===== src/rtl/keypad_move_decoder.sv =====
// Scans a 4x4 active-low keypad, debounces presses/releases and turns column keys into game moves.
// Define KEYPAD_POP_EN to enable pop arming with key A; otherwise pop_armed and move_pop stay 0.
module keypad_move_decoder #(
  parameter int SCAN_DIV     = 1000,
  parameter int DEBOUNCE_CNT = 50000
) (
  input  logic       clk,
  input  logic       reset,
  input  logic [3:0] kp_row,
  output logic [3:0] kp_col,
  output logic [3:0] key_code,
  output logic       key_valid,
  output logic [3:0] move_col,
  output logic       move_pop,
  output logic       move_valid,
  output logic       pop_armed
);

  localparam int SCAN_W = $clog2(SCAN_DIV + 1);
  localparam int DEB_W  = $clog2(DEBOUNCE_CNT + 1);
  localparam logic [SCAN_W-1:0] SCAN_LAST = SCAN_W'(SCAN_DIV - 1);
  localparam logic [DEB_W-1:0]  DEB_LAST  = DEB_W'(DEBOUNCE_CNT - 1);

  typedef enum logic [1:0] {SCAN, DEBOUNCE, PRESSED, RELEASE} state_t;

  state_t            state_q, state_d;
  logic [3:0]        row_s1_q, row_s2_q;
  logic [1:0]        col_idx_q, col_idx_d;
  logic [1:0]        col_d1_q, col_d2_q;
  logic [1:0]        row_idx_q, row_idx_d;
  logic [3:0]        row_latch_q, row_latch_d;
  logic [SCAN_W-1:0] scan_cnt_q, scan_cnt_d;
  logic [DEB_W-1:0]  deb_cnt_q, deb_cnt_d;
  logic [3:0]        key_code_q, key_code_d;
  logic              row_one;
  logic [1:0]        row_sel;
  logic              sample_fresh;
  logic              is_move;

  function automatic logic [3:0] key_lookup(input logic [1:0] col, input logic [1:0] row);
    case ({row, col})
      4'h0: key_lookup = 4'h1;
      4'h1: key_lookup = 4'h2;
      4'h2: key_lookup = 4'h3;
      4'h3: key_lookup = 4'hA;
      4'h4: key_lookup = 4'h4;
      4'h5: key_lookup = 4'h5;
      4'h6: key_lookup = 4'h6;
      4'h7: key_lookup = 4'hB;
      4'h8: key_lookup = 4'h7;
      4'h9: key_lookup = 4'h8;
      4'hA: key_lookup = 4'h9;
      4'hB: key_lookup = 4'hC;
      4'hC: key_lookup = 4'h0;
      4'hD: key_lookup = 4'hF;
      4'hE: key_lookup = 4'hE;
      default: key_lookup = 4'hD;
    endcase
  endfunction

  // The synchronized rows lag the column drive by two cycles, so every sample is
  // attributed to the column that was driven two cycles earlier (col_d2_q).
  always_ff @(posedge clk) begin
    if (reset) begin
      row_s1_q    <= 4'hF;
      row_s2_q    <= 4'hF;
      state_q     <= SCAN;
      col_idx_q   <= 2'd0;
      col_d1_q    <= 2'd0;
      col_d2_q    <= 2'd0;
      row_idx_q   <= 2'd0;
      row_latch_q <= 4'hF;
      scan_cnt_q  <= '0;
      deb_cnt_q   <= '0;
      key_code_q  <= 4'h0;
    end else begin
      row_s1_q    <= kp_row;
      row_s2_q    <= row_s1_q;
      state_q     <= state_d;
      col_idx_q   <= col_idx_d;
      col_d1_q    <= col_idx_q;
      col_d2_q    <= col_d1_q;
      row_idx_q   <= row_idx_d;
      row_latch_q <= row_latch_d;
      scan_cnt_q  <= scan_cnt_d;
      deb_cnt_q   <= deb_cnt_d;
      key_code_q  <= key_code_d;
    end
  end

  always_comb begin
    row_one = 1'b1;
    row_sel = 2'd0;
    case (row_s2_q)
      4'b1110: row_sel = 2'd0;
      4'b1101: row_sel = 2'd1;
      4'b1011: row_sel = 2'd2;
      4'b0111: row_sel = 2'd3;
      default: row_one = 1'b0;
    endcase
  end

  assign sample_fresh = (col_d2_q == col_idx_q);
  assign is_move      = (key_code_q >= 4'h1) && (key_code_q <= 4'h7);

  always_comb begin
    state_d     = state_q;
    col_idx_d   = col_idx_q;
    row_idx_d   = row_idx_q;
    row_latch_d = row_latch_q;
    scan_cnt_d  = scan_cnt_q;
    deb_cnt_d   = deb_cnt_q;
    key_code_d  = key_code_q;
    case (state_q)
      SCAN: begin
        if (row_one) begin
          state_d     = DEBOUNCE;
          col_idx_d   = col_d2_q;
          row_idx_d   = row_sel;
          row_latch_d = row_s2_q;
          scan_cnt_d  = '0;
          deb_cnt_d   = '0;
        end else if (scan_cnt_q >= SCAN_LAST) begin
          scan_cnt_d = '0;
          col_idx_d  = col_idx_q + 2'd1;
        end else begin
          scan_cnt_d = scan_cnt_q + SCAN_W'(1);
        end
      end
      DEBOUNCE: begin
        // Samples still in flight from a previously driven column are neither counted nor rejected.
        if (sample_fresh) begin
          if (row_s2_q != row_latch_q) begin
            state_d   = SCAN;
            deb_cnt_d = '0;
          end else if (deb_cnt_q >= DEB_LAST) begin
            state_d    = PRESSED;
            deb_cnt_d  = '0;
            key_code_d = key_lookup(col_idx_q, row_idx_q);
          end else begin
            deb_cnt_d = deb_cnt_q + DEB_W'(1);
          end
        end
      end
      PRESSED: begin
        state_d   = RELEASE;
        deb_cnt_d = '0;
      end
      RELEASE: begin
        if (row_s2_q != 4'hF) begin
          deb_cnt_d = '0;
        end else if (deb_cnt_q >= DEB_LAST) begin
          state_d    = SCAN;
          deb_cnt_d  = '0;
          scan_cnt_d = '0;
        end else begin
          deb_cnt_d = deb_cnt_q + DEB_W'(1);
        end
      end
      default: state_d = SCAN;
    endcase
  end

`ifdef KEYPAD_POP_EN
  logic pop_armed_q, pop_armed_d;

  always_ff @(posedge clk) begin
    if (reset) pop_armed_q <= 1'b0;
    else       pop_armed_q <= pop_armed_d;
  end

  always_comb begin
    pop_armed_d = pop_armed_q;
    if (state_q == PRESSED) begin
      if (is_move)                  pop_armed_d = 1'b0;
      else if (key_code_q == 4'hA)  pop_armed_d = ~pop_armed_q;
    end
  end

  assign pop_armed = pop_armed_q;
  assign move_pop  = move_valid & pop_armed_q;
`else
  assign pop_armed = 1'b0;
  assign move_pop  = 1'b0;
`endif

  assign kp_col     = ~(4'b0001 << col_idx_q);
  assign key_code   = key_code_q;
  assign key_valid  = (state_q == PRESSED);
  assign move_valid = key_valid & is_move;
  assign move_col   = move_valid ? (key_code_q - 4'd1) : 4'hF;

endmodule


===== config.mk =====
export PLATFORM = sky130hd
export DESIGN_NAME = keypad_move_decoder
export DESIGN_NICKNAME = d
export VERILOG_FILES = /design/src/rtl/keypad_move_decoder.sv
export SDC_FILE = /design/constraint.sdc
export NUM_CORES = 1
export LEC_CHECK = 0
export ABC_AREA = 0
export BUFFER_PORTS_ARGS = -buffer_cell sky130_fd_sc_hd__buf_2
export CAP_MARGIN = 15
export CORE_ASPECT_RATIO = 2
export CORE_MARGIN = 2
export CORE_UTILIZATION = 31
export CTS_CLUSTER_DIAMETER = 100
export DETAILED_ROUTE_END_ITERATION = 10
export HOLD_SLACK_MARGIN = 0.15
export PLACE_DENSITY = 0.59
export RECOVER_POWER = 100
export SLEW_MARGIN = 40
export SYNTH_ARGS = -nofsm -noshare
export SYNTH_HDL_FRONTEND = slang
export SYNTH_SLANG_ARGS = --single-unit

===== constraint.sdc =====
create_clock -name clk -period 2.4 [get_ports clk]
set_input_delay 0.36 -clock clk [delete_from_list [all_inputs] [get_ports clk]]
set_output_delay 0.36 -clock clk [all_outputs]
set_load 0.005 [all_outputs]

# Word level (Yosys, flattened, before mapping)

Memory sizes are Yosys's and may differ from the RTL's. A register that Yosys moved wholly into a read port is not among the register bits.
Cells that the tools add are included.

Add/subtract/negate cells: 4
Magnitude comparators: 4
Eq/ne operators: 15
Shift-type cells: 1
Mux-type cells: 23
Bitwise gates (word level): 3
Reductions and logical operators: 11

Operators by type and width:

| kind                                                                              | number |
|---|---|
| 16-bit two-way mux                                                                | 5 |
| 16-bit one-hot mux with 4 select lines                                            | 1 |
| 10-bit two-way mux                                                                | 4 |
| 10-bit one-hot mux with 2 select lines                                            | 1 |
| 16-bit by 1-bit adder with 16-bit output (second input constant)                  | 1 |
| 16-bit >= comparator (second input constant)                                      | 1 |
| 2-bit two-way mux                                                                 | 8 |
| 4-bit equality test (second input constant)                                       | 3 |
| 10-bit by 1-bit adder with 10-bit output (second input constant)                  | 1 |
| 10-bit >= comparator (second input constant)                                      | 1 |
| 2-bit != test (second input constant)                                             | 4 |
| 2-bit one-hot mux with 4 select lines                                             | 1 |
| 2-bit one-hot mux with 3 select lines                                             | 1 |
| 2-bit AND reduction                                                               | 3 |
| 5-bit AND reduction                                                               | 1 |
| 2-bit equality test (second input constant)                                       | 2 |
| 4-bit by 3-bit equality test with 1-bit output (second input constant)            | 1 |
| 4-bit by 1-bit >= comparator with 1-bit output (second input constant)            | 1 |
| 4-bit by 3-bit less-or-equal comparator with 1-bit output (second input constant) | 1 |
| 4-bit two-way mux                                                                 | 1 |
| 4-bit != test                                                                     | 1 |
| 4-bit != test (second input constant)                                             | 1 |
| 4-bit NOT                                                                         | 1 |
| 4-bit AND reduction                                                               | 1 |
| 14 further kinds                                                                  | 15 |

Register bits after elaboration: 48
Memory bits (read-only): 64
Input port bits: 6
Output and inout port bits: 16
Word-level logic and storage cells: 72
Memories: 1

Memories:

| memory           | depth | bits a word | rd ports | clocked after memory_dff | write ports | RTL line | RTL |
|---|---|---|---|---|---|---|---|
| (name not given) | 16    | 4           | 1        | 1                        | 0           | 41       | `case ({row, col})` |

# Logic depth before layout (Yosys ltp)

Gate-level depths: netlist (run 1).

Depth in word-level cells: 5
Gate-level depth with buffers: 8
Mapped depth without buffers: 7

# Worst setup path before layout (run 1)

Ideal clock, no wire load.

Path type: reg2reg
From: register deb_cnt_q[0]
To: register key_code_q[0], in the netlist key_code[0]
Library setup time: 0.128 ns
Arrival: 1.773 ns
Required time: 2.272 ns
Setup slack: 0.499 ns
Stages on the path, launching flop included: 7
Buffers on the path: 0
Clock period less this slack: 1.901 ns
Cells stage by stage: dfxtp_1 > ha_1 > nand3_1 > a211o_1 > a2111oi_4 > mux2i_1 > nor2_1

Word-level cells in the longest chain between the ends: 2

Ends and longest elaborated chain:

| item                          | RTL line | RTL |
|---|---|---|
| start, declared               | 33       | `logic [DEB_W-1:0] deb_cnt_q, deb_cnt_d;` |
| start signal, assigned        | 86       | `deb_cnt_q <= deb_cnt_d;` |
| 16-bit >= comparator          | 136      | `end else if (deb_cnt_q >= DEB_LAST) begin` |
| 4-bit AND reduction (no line) | n/a      |  |
| end, declared                 | 34       | `logic [3:0] key_code_q, key_code_d;` |

Every way passes these cells.
A chain may end at the register's enable or synchronous reset.

==> results_dict.tcl, run 1 <==
set metrics [dict create \
    initial_core_util 0.3185 \
    area_growth_pct 9.460 \
    rows 50 \
    yosysSeqAreaShare 0.3483 \
    final_nets 391 \
    drtAntennaViolNets 0 \
    yosys_warnings 0 \
    grt_pass1_vias 2611 \
    synth_edf_count 0 \
    grt_use_total 0.1415 \
    wl_per_cell_microns 14.52 \
    synth_commonest_cells "52 x dfxtp_1, 36 x nand2_1, 33 x nand3_1" \
    port_buffers 19 \
    place.gp.congestion 0.7785 \
    cp_data_arrival_time_ps 1840 \
    max_stage_delay_ps 520 \
    path_cells "nor2b_1 > nor3b_1 > o31ai_1 > clkbuf_1" \
    vias 2676 \
    synth.avg_cell_area_sq_um 8.234 \
    max_slew_margin 0.3744 \
    finalWorstSetupSlack_ps 203.6 \
    core_area_sq_um 9384 \
    io_pins 22 \
    place_ws_ps 299.2 \
    cts_root_buf "clkbuf_16" \
    fin_skew_ps 8.385 \
    dominantRegCellSynth "dfxtp_1" \
    wl_met1_mm 2.536 \
    cts_tree "yes" \
    async_flop_share 0 \
    peakVddDrop_mv 0.3962 \
    yosys.area.top_type "dfxtp_1" \
    finalCriticalPeriod_ps 2196 \
    crit_path_max_fanout 9 \
    p_per_area_nw_per_um2 614.2 \
    cts_sinks 52 \
    power.leakage_nw 1.162 \
    cts_max_level 2 \
    overflow 0 \
    ys_ff_latch 52 \
    slew_viol_final 0 \
    met3_length_microns 128 \
    wl_mm 6.969 \
    postCtsHoldBufs 0 \
    cts_setup_buffers 0 \
    numCtsBuffers 5 \
    die_w_microns 73.44 \
    synth_area_leaders "dfxtp_1 35%, nand3_1 5.5%, nand2_1 4.5%" \
    insertedDiodeCount 0 \
    clkSlewWorstSetupHoldPaths_ps 70 \
    drc 0 \
    finalCritPeriodShare 0.9152 \
    finalSetupViolCount 0 \
    first_pass_iters 4 \
    hpwl_mm 5.220 \
    synth_top_area_frac 0.3483 \
    grt_antenna_before_repair 0 \
    grt_pass1_wl_mm 11.85 \
    ys_types 57 \
    fin_util 0.3487 \
    top_layer "met4" \
    finalSetupTns_ps 0 \
    drive_above_1_share 0.1011 \
    dieArea_sq_um 10490 \
    crit_buf_inv 1 \
    fillers 999 \
    outcome "complete, no violations" \
    max_freq_ghz 0.4553 \
    rrSetupSlack_ps 260 \
    synth.most_common_cell "dfxtp_1" \
    ctsResizeCount 0 \
    required_ps 2040 \
    grt_setup_unrepaired "false" \
    clock_path_buffers 2 \
    start_kind "register" \
    hold_class "primary input to register" \
    synth_area_sq_um 2989 \
    grt_max_degree 31 \
    worst-setup-path-type "register to output port" \
    die_h_microns 142.9 \
    drv_cap 0 \
    synth_cells 363 \
    drtIter0Drc 209 \
    clk_latency_ps 290 \
    worstMarginPinSlew_ps 938.4 \
    hold_viol_final 0 \
    whs_ps 243.4 \
    cpLargestDelayFamily "simple AND/OR/NAND/NOR gates" \
    dr_wl_met2_mm 4.019 \
    worstSetupEndpointType "output port" \
    vias_per_cell 5.575 \
    slowest_stage "dfxtp_1" \
]
[sequential cells by signal, indices dropped and copies added (netlist names), named ones only]
| signal | cells |
|---|---|
| row_latch_q | 4 |
| row_s1_q | 4 |
| scan_cnt_q | 10 |
| deb_cnt_q | 16 |
| state_q | 1 |
| col_d1_q | 2 |
| row_s2_q | 4 |
| col_idx_q | 2 |
| col_d2_q | 2 |
| row_idx_q | 2 |
| key_code | 4 |
[where the power goes]
part | switching (W) | leakage [nW] | internal, W
Combinational | 0.000198 | 0.662 | 0.000124
Clock | 0.000327 | 0.0772 | 0.000418
Sequential | 0.0000421 | 0.423 | 0.000900
[stage by stage]
stage / total power, W / cells / area [sq um]
2_1_floorplan: 0.001207 / 364 / 2993
3_3_place_gp: 0.001296 / 472 / 3169
3_5_place_dp: 0.001303 / 472 / 3169
4_1_cts: 0.002049 / 480 / 3322
5_1_grt: 0.002111 / 480 / 3272
6_report: 0.002010 / 480 / 3272
[path summary, 6_finish.rpt]
| check | startpoint | end | cells past startpoint |
|---|---|---|---|
| setup / recovery | register | move_col[3] | 4 |
| hold / removal | kp_row[3] | row_s1_q[3] | 2 |
| setup reg to reg | row_s2_q[0] | scan_cnt_q[9] | 6 |
| hold reg to reg | row_s1_q[2] | row_s2_q[2] | 1 |
[routing by layer]
metal / GRT usage / vias up
met3: 0.01694 / 16
met5: 0 / -
met4: 0.08325 / 0
met2: 0.2722 / 46
li1: - / 1344
met1: 0.1367 / 1270
[worst register-to-register path, stage by stage, from the launching register on]
cell and delay [ps]:
dfxtp_1 470, and4b_1 240, a311o_1 530, nor4_1 370, clkbuf_2 260, a31oi_1 110
a21oi_1 110
[layout by cell type (no fill, tap or decap), types with 4 or more instances in the layout]
cell type  netlist  layout
xnor2_1          8       8
a32oi_1          5       5
inv_1           12      12
a211oi_1         5       5
and4_1           5       5
buf_2            7       7
and3_1           8       8
o21ai_0          5       6
nand4_1         11      11
ha_1            10      10
nand3b_1         9       9
clkbuf_16        0       5
a31oi_1         11      11
buf_4            4       7
nor3_1           4       4
nand2b_1         5       5
a21oi_1         14      14
mux2i_1          4       4
clkbuf_1        10      13
nor2b_1          5       5
nand4b_1        10      10
nor2_1          31      31
dfxtp_1         52      52
or2_2           10       9
nand2_1         36      36
nand3_1         33      33
[kinds of logic after synthesis]
logic type,Yosys count,share of synthesized area
buffers and inverters,38,0.06153
AOI/OAI and AO/OA,65,0.1616
xor gates and xnor gates,9,0.02637
adders and majority gates,10,0.04186
and+or+nand+nor,184,0.3458
other,1,0.001255
DFF,52,0.3483
muxes,4,0.01340
[cell type report]
type | count | area, sq um | share of cell area
repair buffers | 30 | 150.1 | 0.04589
inverters | 12 | 45.04 | 0.01377
flip-flops and latches | 52 | 1041 | 0.3182
clock inverters | 2 | 13.76 | 0.004206
well taps | 104 | 130.1 | 0.03977
clock buffers | 6 | 138.9 | 0.04245
multi-input cells | 274 | 1753 | 0.5358
Power figures use the tool's default switching activity.
==> run 2, diff against run 1 <==
--- a/config.mk
+++ b/config.mk
@@ -6,7 +6,7 @@
 export NUM_CORES = 1
 export LEC_CHECK = 0
 export ABC_AREA = 0
-export BUFFER_PORTS_ARGS = -buffer_cell sky130_fd_sc_hd__buf_2
+export BUFFER_PORTS_ARGS = -buffer_cell sky130_fd_sc_hd__buf_4
 export CAP_MARGIN = 15
 export CORE_ASPECT_RATIO = 2
 export CORE_MARGIN = 2
==> run 2 against run 1 <==
Net effect:
- via count fell by 2.2%
- final area rose by 1.5%
- sequential power rose by 0.4%
- highest routed layer unchanged
- clock skew barely moved
- critical endpoint is now scan_cnt_q[5]
- utilization rose by 0.52 points
- non-clock buffer count fell by 2
- die area did not move
- sequential share of layout area fell by 0.47 points
- cell count fell by 0.42%
==> results_dict.tcl, run 2 (synthesized netlist as in run 1, its figures left out) <==
set metrics [dict create \
    outcome "complete, no violations" \
    drv_cap 0 \
    worstMarginPinSlew_ps 961.6 \
    grt_setup_unrepaired "false" \
    final_cell_mix "52 x dfxtp_1, 36 x nand2_1, 33 x nand3_1, 31 x nor2_1, 15 x buf_4" \
    hold_start "kp_row[3]" \
    fin_skew_ps 8.033 \
    first_pass_iters 4 \
    hold_path_depth 2 \
    finalSetupViolCount 0 \
    power.leakage_nw 1.202 \
    insertedDiodeCount 0 \
    overflow 0 \
    wl_per_cell_microns 14.86 \
    rows 50 \
    clk_latency_ps 290 \
    vias_per_cell 5.477 \
    whs_ps 250.1 \
    drc 0 \
    drive_above_1_share 0.1337 \
    area_growth_pct 11.09 \
    max_freq_ghz 0.4668 \
    cts_setup_buffers 0 \
    cts_root_buf "clkbuf_16" \
    worstSetupEndpointType "register" \
    die_h_microns 142.9 \
    reg2reg_depth 5 \
    clkSlewWorstSetupHoldPaths_ps 70 \
    stdcell_count 478 \
    cts_sinks 52 \
    numCtsBuffers 5 \
    start_kind "register" \
    finalCritPeriodShare 0.8926 \
    peakVddDrop_mv 0.3295 \
    port_buffers 19 \
    hpwl_mm 5.145 \
    worst-setup-path-type "register to register" \
    wl_mm 7.105 \
    dieArea_sq_um 10490 \
    r2r_end "scan_cnt_q[5]" \
    hold_class "primary input to register" \
    rrSetupSlack_ps 260 \
    final_nets 389 \
    io_pins 22 \
    place.gp.congestion 0.8068 \
    regMostFlops "deb_cnt_q" \
    regToRegStartpoint "deb_cnt_q[10]" \
    cts_max_level 2 \
    finalSetupTns_ps 0 \
    postCtsHoldBufs 0 \
    clock_path_buffers 2 \
    layout_commonest_cell "dfxtp_1" \
    drtIter0Drc 147 \
    grt_antenna_before_repair 0 \
    ctsResizeCount 0 \
    dpl_cell_area_sq_um 3202 \
    die_w_microns 73.44 \
    finish.instance_area_sq_um 3321 \
    whs_endpoint "row_s1_q[3]" \
    largest_register_ffs 16 \
    finalPower_w 0.002004 \
    vias 2618 \
    max_slew_margin 0.3589 \
    grt_use_total 0.1449 \
    slew_viol_final 0 \
    required_ps 2610 \
    initial_core_util 0.3185 \
    cts_tree "yes" \
    grt_max_degree 52 \
    crit_path_max_fanout 7 \
    core_area_sq_um 9384 \
    p_per_area_nw_per_um2 603.5 \
    grt_pass1_wl_mm 12.11 \
    place_inst 470 \
    drtAntennaViolNets 0 \
    cp_data_arrival_time_ps 2350 \
    grt_pass1_vias 2646 \
    finalCriticalPeriod_ps 2142 \
    top_regs "deb_cnt_q x16, scan_cnt_q x10" \
    hold_viol_final 0 \
]
## run 2: report_power, final
group,switching (W),internal [W]
clock network,0.000318,0.000416
registers,0.0000457,0.000901
logic,0.000193,0.000131
## run 2: worst max-delay path by stage
stage	from	to	slack, ps	cells after the start
6_report	deb_cnt_q[10]	scan_cnt_q[5]	260	5
5_1_grt	deb_cnt_q[0]	key_code[2]	50	6
4_1_cts	register	move_col[3]	130	4
3_5_place_dp	deb_cnt_q[0]	key_code[1]	310	6
3_3_place_gp	deb_cnt_q[0]	key_code[0]	360	6
2_1_floorplan	deb_cnt_q[0]	key_code[0]	500	6
## run 2: metrics by stage
step	setup slack (ps)	utilization
floorplan	499.2	-
global placement	361.8	0.3412
detailed placement	310.5	0.3412
CTS	127.7	0.3572
global route	45.70	0.3539
finish	257.7	0.3539
## run 2: area by class of cell
type                    count  area [sq um]
well taps                 104         130.1
repair buffers             28         207.7
inverters                  12         45.04
multi-input cells         274          1747
flip-flops and latches     52          1041
clock buffers               7         142.6
clock inverters             1         7.507
fillers                   990          6063
## run 2: worst max-delay path, cell delays in order (launching register included)
cell	delay (ps)
dfxtp_1	350
or4_1	560
and3_1	260
o2111ai_2	400
nand3b_1	250
o211ai_1	240
## run 2: metal layers
| layer | vias to the layer above | global-route usage | routed length [microns] |
|---|---|---|---|
| met5 | - | 0 | 0 |
| met4 | 0 | 0.07560 | 238 |
| met3 | 15 | 0.01835 | 104 |
| met2 | 31 | 0.2821 | 4065 |
| met1 | 1242 | 0.1403 | 2696 |
| li1 | 1330 | - | - |
==> run 3, diff against run 2 <==
--- a/config.mk
+++ b/config.mk
@@ -8,13 +8,15 @@
 export ABC_AREA = 0
 export BUFFER_PORTS_ARGS = -buffer_cell sky130_fd_sc_hd__buf_4
 export CAP_MARGIN = 15
+export CELL_PAD_IN_SITES_DETAIL_PLACEMENT = 0
+export CELL_PAD_IN_SITES_GLOBAL_PLACEMENT = 2
 export CORE_ASPECT_RATIO = 2
 export CORE_MARGIN = 2
 export CORE_UTILIZATION = 31
 export CTS_CLUSTER_DIAMETER = 100
 export DETAILED_ROUTE_END_ITERATION = 10
 export HOLD_SLACK_MARGIN = 0.15
-export PLACE_DENSITY = 0.59
+export PLACE_DENSITY = 0.81
 export RECOVER_POWER = 100
 export SLEW_MARGIN = 40
 export SYNTH_ARGS = -nofsm -noshare
==> run 3 against run 2 <==
Net effect:
- final area increased by 1.2%
- cell count increased by 0.63%
- clock skew decreased by 3.8 ps
- clock-buffer cell count decreased by 2
- critical endpoint is now move_col[3]
==> results_dict.tcl, run 3 (synthesized netlist as in run 1, its figures left out) <==
set metrics [dict create \
    clockPowerShare 0.391 \
    finalCritPeriodShare 0.9135 \
    finalPower_w 0.002097 \
    multi_input_comb_area_sq_um 1755 \
    cts_setup_buffers 0 \
    die_w_microns 73.44 \
    finish.instance_area_sq_um 3359 \
    clkSlewWorstSetupHoldPaths_ps 70 \
    grt_use_total 0.1479 \
    largest_register_ffs 16 \
    grt_pass1_wl_mm 12.21 \
    ctsResizeCount 0 \
    rows 50 \
    hold_class "primary input to register" \
    insertedDiodeCount 0 \
    finalSetupViolCount 0 \
    wl_mm 7.197 \
    p_seq_frac 0.449 \
    numCtsBuffers 5 \
    switching_power_w 0.0005712 \
    hpwl_mm 5.320 \
    area_growth_pct 12.39 \
    drc 0 \
    finalSetupTns_ps 0 \
    vias_per_cell 5.507 \
    layout_commonest_cell "dfxtp_1" \
    slew_viol_final 0 \
    finalCriticalPeriod_ps 2192 \
    fin_skew_ps 4.190 \
    peakVddDrop_mv 0.4241 \
    vias 2649 \
    cts_tree "yes" \
    seq_area_sq_um 1041 \
    outcome "complete, no violations" \
    first_pass_iters 4 \
    final_nets 392 \
    wl_per_cell_microns 14.96 \
    dieArea_sq_um 10490 \
    grt_max_degree 52 \
    clk_latency_ps 290 \
    drtAntennaViolNets 0 \
    die_h_microns 142.9 \
    worst-setup-path-type "register to output port" \
    regMostFlops "deb_cnt_q" \
    drive_above_1_share 0.1379 \
    drv_cap 0 \
    cts_sinks 52 \
    io_pins 22 \
    grt_antenna_before_repair 0 \
    crit_path_max_fanout 6 \
    fillers 1004 \
    start_kind "register" \
    p_int_w 0.001526 \
    grt_pass1_vias 2566 \
    cp_data_arrival_time_ps 1830 \
    comb_power_share 0.160 \
    core_area_sq_um 9384 \
    cts_root_buf "clkbuf_16" \
    place.gp.congestion 0.7616 \
    required_ps 2040 \
    grt_setup_unrepaired "false" \
    hold_viol_final 0 \
    postCtsHoldBufs 0 \
    worstMarginPinSlew_ps 1047 \
    power.leakage_nw 1.220 \
    dpl_cell_area_sq_um 3224 \
    max_freq_ghz 0.4561 \
    drtIter0Drc 154 \
    switching_share 0.2724 \
    p_per_area_nw_per_um2 624.1 \
    cts_max_level 2 \
    worstSetupEndpointType "output port" \
    clock_path_buffers 2 \
    overflow 0 \
    max_slew_margin 0.3022 \
    port_buffers 19 \
    top_regs "deb_cnt_q x16, scan_cnt_q x10" \
    initial_core_util 0.3185 \
    final_cell_mix "52 x dfxtp_1, 36 x nand2_1, 33 x nand3_1, 32 x nor2_1, 16 x buf_4" \
]
## run 3: path summary, 6_finish.rpt
path / from / endpoint / slack [ps] / depth (start not counted)
worst max register to register: deb_cnt_q[10] / deb_cnt_q[9] / 240 / 6
worst min-delay path: kp_row[1] / row_s1_q[1] / 240 / 2
worst min register to register: row_s1_q[3] / row_s2_q[3] / 410 / 1
worst max-delay path: key_code[0] / move_col[3] / 210 / 6
## run 3: per-layer routing
metal | vias up | routed length (microns) | track usage
met5 | - | 0 | 0
met4 | 0 | 134 | 0.05646
met3 | 9 | 103 | 0.01905
met2 | 28 | 4273 | 0.2916
met1 | 1275 | 2685 | 0.1491
li1 | 1337 | - | -
## run 3: area by class of cell
type / instances / share of cell area
clock inverters: 3 / 0.01266
repair buffers: 31 / 0.06555
flip-flops and latches: 52 / 0.3099
well taps: 104 / 0.03873
inverters: 12 / 0.01341
multi-input cells: 274 / 0.5225
clock buffers: 5 / 0.03724
## run 3: worst max-delay path: stages, from the launching register on
cell and delay (ps):
dfxtp_1 430, inv_1 70, ha_1 220, nor3b_1 140, nor3b_1 380, o31ai_1 140
buf_4 160
## run 3: per-stage QoR
stage	hold slack, ps	setup WS (ps)	utilization	cells
after floorplan	389.5	499.2	-	364
after global placement	390.6	321.4	0.3436	473
after detailed placement	396.0	271.8	0.3436	473
after CTS	238.2	162.8	0.3615	481
after global routing	238.7	24.88	0.3580	481
final	244.8	207.7	0.3580	481
## run 3: power groups by stage
stage	Sequential (W)	Combinational, W	Clock, W
after floorplan	0.000942	0.000265	0
after global placement	0.000963	0.000343	0
after detailed placement	0.000964	0.000345	0
after CTS	0.000943	0.000347	0.000849
after global routing	0.000950	0.000378	0.000882
final	0.000942	0.000335	0.000819
